**src/rtl/stepper_pkg.sv**
```systemverilog
// rtl/stepper_pkg.sv - shared encodings and phase table for the stepper sequencer
package stepper_pkg;

  localparam logic [1:0] MODE_WAVE = 2'b00;
  localparam logic [1:0] MODE_FULL = 2'b01;
  localparam logic [1:0] MODE_HALF = 2'b10;

  typedef enum logic {
    ST_IDLE = 1'b0,
    ST_RUN  = 1'b1
  } state_t;

  // ph = {A, B, /A, /B}; even entries single-coil, odd entries two-coil
  function automatic logic [3:0] phase_of(input logic [2:0] idx);
    logic [3:0] ph;
    case (idx)
      3'd0:    ph = 4'b1000;
      3'd1:    ph = 4'b1100;
      3'd2:    ph = 4'b0100;
      3'd3:    ph = 4'b0110;
      3'd4:    ph = 4'b0010;
      3'd5:    ph = 4'b0011;
      3'd6:    ph = 4'b0001;
      default: ph = 4'b1001;
    endcase
    return ph;
  endfunction

  // Driver header carries the pattern twice, the second copy bit-reversed
  function automatic logic [7:0] drive_word(input logic [3:0] ph);
    return {ph, ph[0], ph[1], ph[2], ph[3]};
  endfunction

endpackage

```
**src/rtl/step_rate_gen.sv**
```systemverilog
// rtl/step_rate_gen.sv - programmable step prescaler; ticks on the first enabled cycle, then every period cycles
module step_rate_gen
  import stepper_pkg::*;
#(
  parameter int PER_W = 16
) (
  input  logic             clk,
  input  logic             reset,
  input  logic             load,
  input  logic             enable,
  input  logic [PER_W-1:0] period,
  output logic             tick
);

  localparam logic [PER_W-1:0] PER_ONE = {{(PER_W-1){1'b0}}, 1'b1};

  logic [PER_W-1:0] cnt;
  logic [PER_W-1:0] per_q;

  assign tick = enable && (cnt == '0);

  always_ff @(posedge clk or negedge reset) begin
    if (!reset) begin
      cnt   <= '0;
      per_q <= PER_ONE;
    end else if (load) begin
      cnt   <= '0;
      per_q <= (period == '0) ? PER_ONE : period;
    end else if (enable) begin
      cnt   <= (cnt == per_q - PER_ONE) ? '0 : cnt + PER_ONE;
    end
  end

endmodule

```
**src/rtl/stepper_seq_ctrl.sv**
```systemverilog
// rtl/stepper_seq_ctrl.sv - 4-phase unipolar stepper move sequencer with position tracking
module stepper_seq_ctrl
  import stepper_pkg::*;
#(
  parameter int CNT_W = 16,
  parameter int PER_W = 16,
  parameter int POS_W = 24
) (
  input  logic             clk,
  input  logic             reset,
  input  logic             start,
  input  logic             abort,
  input  logic             dir,
  input  logic [1:0]       mode,
  input  logic [CNT_W-1:0] steps,
  input  logic [PER_W-1:0] period,
  input  logic             hold_en,
  output logic             busy,
  output logic             done,
  output logic [POS_W-1:0] position,
  output logic [7:0]       motor_data
);

  localparam logic [CNT_W-1:0] CNT_ONE = {{(CNT_W-1){1'b0}}, 1'b1};
  localparam logic [POS_W-1:0] POS_ONE = {{(POS_W-1){1'b0}}, 1'b1};

  state_t           state;
  state_t           state_nxt;
  logic [2:0]       idx;
  logic [2:0]       snap_idx;
  logic [2:0]       step_idx;
  logic [2:0]       stride;
  logic             dir_q;
  logic [1:0]       mode_q;
  logic [CNT_W-1:0] remaining;
  logic             stepped;
  logic             tick;
  logic             go;
  logic             go_run;
  logic             go_zero;
  logic             step_fire;
  logic             last_step;
  logic             done_nxt;
  logic [7:0]       motor_nxt;

  assign go        = (state == ST_IDLE) && start && !abort;
  assign go_run    = go && (steps != '0);
  assign go_zero   = go && (steps == '0);
  assign step_fire = (state == ST_RUN) && tick && !abort;
  assign last_step = step_fire && (remaining == CNT_ONE);

  // Wave lives on even (single-coil) entries, full on odd (two-coil) entries
  always_comb begin
    snap_idx = idx;
    if (mode == MODE_WAVE)      snap_idx = {idx[2:1], 1'b0};
    else if (mode == MODE_FULL) snap_idx = {idx[2:1], 1'b1};
  end

  assign stride   = (mode_q == MODE_WAVE || mode_q == MODE_FULL) ? 3'd2 : 3'd1;
  assign step_idx = dir_q ? idx + stride : idx - stride;

  step_rate_gen #(
    .PER_W (PER_W)
  ) u_rate (
    .clk    (clk),
    .reset  (reset),
    .load   (go_run),
    .enable (state == ST_RUN),
    .period (period),
    .tick   (tick)
  );

  always_ff @(posedge clk or negedge reset) begin
    if (!reset) state <= ST_IDLE;
    else        state <= state_nxt;
  end

  always_comb begin
    state_nxt = state;
    case (state)
      ST_IDLE: if (go_run) state_nxt = ST_RUN;
      ST_RUN:  if (abort || last_step) state_nxt = ST_IDLE;
      default: state_nxt = ST_IDLE;
    endcase
  end

  always_comb begin
    busy      = (state == ST_RUN);
    done_nxt  = 1'b0;
    motor_nxt = motor_data;
    case (state)
      ST_IDLE: begin
        done_nxt = go_zero;
        if (go_run)                motor_nxt = drive_word(phase_of(snap_idx));
        else if (hold_en && stepped) motor_nxt = drive_word(phase_of(idx));
        else                       motor_nxt = 8'h00;
      end
      ST_RUN: begin
        done_nxt = last_step;
        if (step_fire) motor_nxt = drive_word(phase_of(step_idx));
      end
      default: motor_nxt = 8'h00;
    endcase
  end

  always_ff @(posedge clk or negedge reset) begin
    if (!reset) begin
      idx        <= 3'd0;
      dir_q      <= 1'b0;
      mode_q     <= MODE_WAVE;
      remaining  <= '0;
      position   <= '0;
      stepped    <= 1'b0;
      done       <= 1'b0;
      motor_data <= 8'h00;
    end else begin
      done       <= done_nxt;
      motor_data <= motor_nxt;
      if (go) begin
        dir_q     <= dir;
        mode_q    <= mode;
        remaining <= steps;
      end
      if (go_run) idx <= snap_idx;
      if (step_fire) begin
        idx       <= step_idx;
        position  <= dir_q ? position + POS_ONE : position - POS_ONE;
        remaining <= remaining - CNT_ONE;
        stepped   <= 1'b1;
      end
    end
  end

endmodule
```
**config.mk**
```make
export PLATFORM = sky130hd
export DESIGN_NAME = stepper_seq_ctrl
export DESIGN_NICKNAME = d
export VERILOG_FILES = /design/src/rtl/stepper_pkg.sv /design/src/rtl/step_rate_gen.sv /design/src/rtl/stepper_seq_ctrl.sv
export SDC_FILE = /design/constraint.sdc
export NUM_CORES = 1
export LEC_CHECK = 0
export ABC_AREA = 1
export BUFFER_PORTS_ARGS = -buffer_cell sky130_fd_sc_hd__buf_2
export CAP_MARGIN = 20
export CORE_UTILIZATION = 60
export CTS_CLUSTER_SIZE = 8
export DETAILED_ROUTE_END_ITERATION = 10
export HOLD_SLACK_MARGIN = 0.02
export PLACE_DENSITY = 0.82
export SLEW_MARGIN = 10
export SYNTH_ARGS = -nofsm -noshare
export SYNTH_HDL_FRONTEND = slang
export SYNTH_SLANG_ARGS = --single-unit
```
**constraint.sdc**
```tcl
create_clock -name clk -period 6.4 [get_ports clk]
set_input_delay 0.32 -clock clk [delete_from_list [all_inputs] [get_ports clk]]
set_output_delay 0.32 -clock clk [all_outputs]
set_load 0.005 [all_outputs]
```
==> impl_results.md <==
- Initial antenna violation count: 0
- Row Count: 37
- Design area: 7009 µm²
- Worst reg2reg path endpoint: u_rate.cnt[9]$_DFFE_PN0P_
- Fin crit period: 2863 ps
- R2R depth: 9
- CTS tree: done
- Total gr overflow: 0
- Arr. time, crit path: 3110 ps
- Met2 Use GR: 0.5350
- Top post-synthesis cells by area: dfrtp_1 (33%), nand2_1 (15%), inv_1 (5.8%)
- Synth Instances: 908
- Yosys top cell by area: dfrtp_1
- Via Count: 6,308
- FF+latch count, synth: 84
- Total Negative Setup Slacks: 0 ps
- Worst Setup SP: busy$_DFF_PN0_
- Die Ht: 104.6 µm
- Worst Setup EP: u_rate.cnt[9]$_DFFE_PN0P_
- Hold_sp: period[8]
- Worst Path Max Fanout: 27
- # H-tree levels: 3
- DR DRC count: 2
- I/O pin cnt: 74
- Synth Area in Adders: 0.06183
- Multiplexer share of the synthesized area: 0
- FILL cells: 920
- Syn_nets: 978
- GRT Util Overall: 0.3060
- DRT Wirelength: 16,180 µm
- MaxCap Viol Count: 0
- WP data required: 6650 ps
- Synth warnings: 0
- Via density per instance: 5.652
- Avg WL per Cell: 14.50 µm
- Asr flop ratio synth: 1.000
- Final setup viols: 0
- RR Startpoint: busy$_DFF_PN0_
- Final hold slack: 159.0 ps
- Iter 0 DRT Violations: 421
- Nets: 1,045
- Clock Tree Root: clkbuf_8
- Failing checks: design-rule violations
- Fin. max-slew vios: 0
- Final hold vios: 0
- Gr busiest metal: met2
- Slew margin rel.: 0.4493
- Core Area: 10,280 µm²
- Ratio of cells with drive above 1 in the final layout: 0.1367
- Fmax: 0.3493 GHz
- Post-synth top area share: 0.3290
- Simple-Gate Fraction of Synth Area: 0.3452
- Period utilization: 0.4473
- Avg Inst Size Synth: 6.953 µm²
- CTS Sinks: 84
- Post-CTS Setup Bufs: 0
- Final clock skew: 6.864 ps
- Initial DRT Pass Iterations: 8
- Clock buffer depth: 2
- Synth cell types: 46
- PortBufs: 73
- Main synth FF type: dfrtp_1
- Register area share after synthesis: 0.3331
- Reg2Reg Setup Slack: 3540 ps
- Reg clk slew, reported paths: 90 ps
- PostCTS Resize Cnt: 0
- Post-Synth XOR/XNOR Area: 0.04578
- Largest net degree at the start of global routing: 85
- CP Capture Type: flop
- Post-DRT Antenna Nets: 0
- Full die area: 10,940 µm²
- Layout overhead on the synthesized area: 11.02%
- GR Util met3: 0.05427
- Initial Util: 0.6143
- Die X: 104.6 µm
- CTS Buf Count: 9
- Vias in the first global route: 5,917
- Mapped cell area: 6314 µm²
- Ant. Diodes: 0
- First-pass GRT wire length: 27,030 µm
- GP Congestion: 0.9848
- DP Wirelength: 11,940 µm
- RSZ-0062 raised after global routing: false
- Hold Path Class: in -> reg
- Worst slew pin tran: 825.2 ps
- Outcome: finished, violations left
- EDFF count, synth: 0
- CP startpoint kind: flop
- Largest family of logic cells by synthesized area: simple AND/OR/NAND/NOR gates
- PwrDens: 416.3 nW/µm²
- Met1 Resource Use GR: 0.3847
- Worst skew pair latency: 380 ps
- Compound-cell area share of the yosys netlist: 0.1328
- LEAKAGE: 3.527 nW
- Maximum vdd drop: 0.0003126 V
- Setup CP Type: reg -> reg
- Area after DPL: 6744 µm²
[logic make-up after synthesis]
logic type,count (synthesis)
and+or+nand+nor,492
adders and majority gates,30
AOI/OAI and AO/OA,143
buffers and inverters,126
DFF,84
xor gates and xnor gates,33
[cell usage after synthesis, types with 2 or more instances]
cell and n:
nor2_1 94, o221ai_1 3, inv_1 98, o22ai_1 3, xor2_1 24, a32oi_1 2, dfrtp_1 83, nand4_1 25
or2_2 4, nand2_2 6, fa_1 2, buf_2 7, nor3_2 3, nor4_1 10, inv_2 7, nor2_2 4
nor2_4 5, buf_4 4, o21ai_1 2, clkbuf_1 8, a31oi_1 9, o21ai_0 64, a21oi_1 31, ha_1 28
a21oi_2 10, o21bai_1 6, nand2_1 250, o211ai_1 4, a21o_1 3, nor3_1 15, nand3_1 65, nand3_2 2
nand3b_1 6, xnor2_1 9
[cell type report]
class                      count  area (µm²)  share of cell area
timing repair buffer          76       412.9             0.05891
tap                          136       170.2             0.02428
multi-input combinational    698        3697              0.5275
clock buffer                  12       155.1             0.02213
sequential                    84        2103              0.3001
clock inverter                 4       72.57             0.01035
inverter                     106       397.9             0.05677
[layer usage]
metal  up-vias  share of wire
li1       3133              -
met1      2933           0.43
met2       203           0.49
met3        39          0.051
met4         0          0.023
met5         -              0
[timing repair]
action                     CTS  global route
hold endpoints to repair     0            36
hold buffers                 0             1
setup endpoints to repair    0             0
[power breakdown]
part | switching (W) | leakage (nW) | internal [W]
clock | 0.000199 | 0.113 | 0.000241
sequential | 0.000188 | 1.05 | 0.000698
combinational | 0.000989 | 2.36 | 0.000602
[placed cells by master, fill, tap and decap left out, types with 25 or more instances in the layout]
master / n
a21oi_1: 31
buf_2: 72
dfrtp_1: 83
ha_1: 28
inv_1: 98
nand2_1: 250
nand3_1: 65
nand4_1: 25
nor2_1: 94
o21ai_0: 64
[through the flow]
stage / setup slack (ps) / utilization / std cells / power [W]
floorplan: 4085 / - / 908 / 0.002037
global placement: 3647 / 0.6562 / 1098 / 0.002426
detailed placement: 3582 / 0.6562 / 1098 / 0.002449
CTS: 3578 / 0.6784 / 1114 / 0.002902
global route: 3205 / 0.6820 / 1116 / 0.003187
finish: 3537 / 0.6820 / 1116 / 0.002918
[registers in the layout, summed over array words and instances, names as in the netlist]
signal        count
done              1
position         24
idx               3
u_rate.per_q     16
u_rate.cnt       16
stepped           1
mode_q            1
dir_q             1
motor_data        4
busy              1
remaining        16
[worst max-delay path, stage by stage (launching register included)]
cell     delay [ps]
dfrtp_1         550
inv_2           170
nand3_2         290
inv_2           340
nand2_2         270
nand2_2         540
inv_2           180
nor2_1          160
xor2_1          180
a21oi_2          40
[how the worst min path moves through the flow]
| stage | to | slack (ps) | depth (start not counted) |
|---|---|---|---|
| after CTS | remaining[6]$_DFFE_PN0P_ | 150 | 3 |
| final | u_rate.per_q[8]$_DFFE_PN0P_ | 160 | 3 |
| after global placement | stepped$_DFFE_PN0P_ | 450 | 1 |
| after floorplan | busy$_DFF_PN0_ | 20 | 0 |
| after global routing | u_rate.per_q[9]$_DFFE_PN0P_ | 170 | 3 |
| after detailed placement | stepped$_DFFE_PN0P_ | 450 | 1 |
Power figures use the tool's default switching activity.
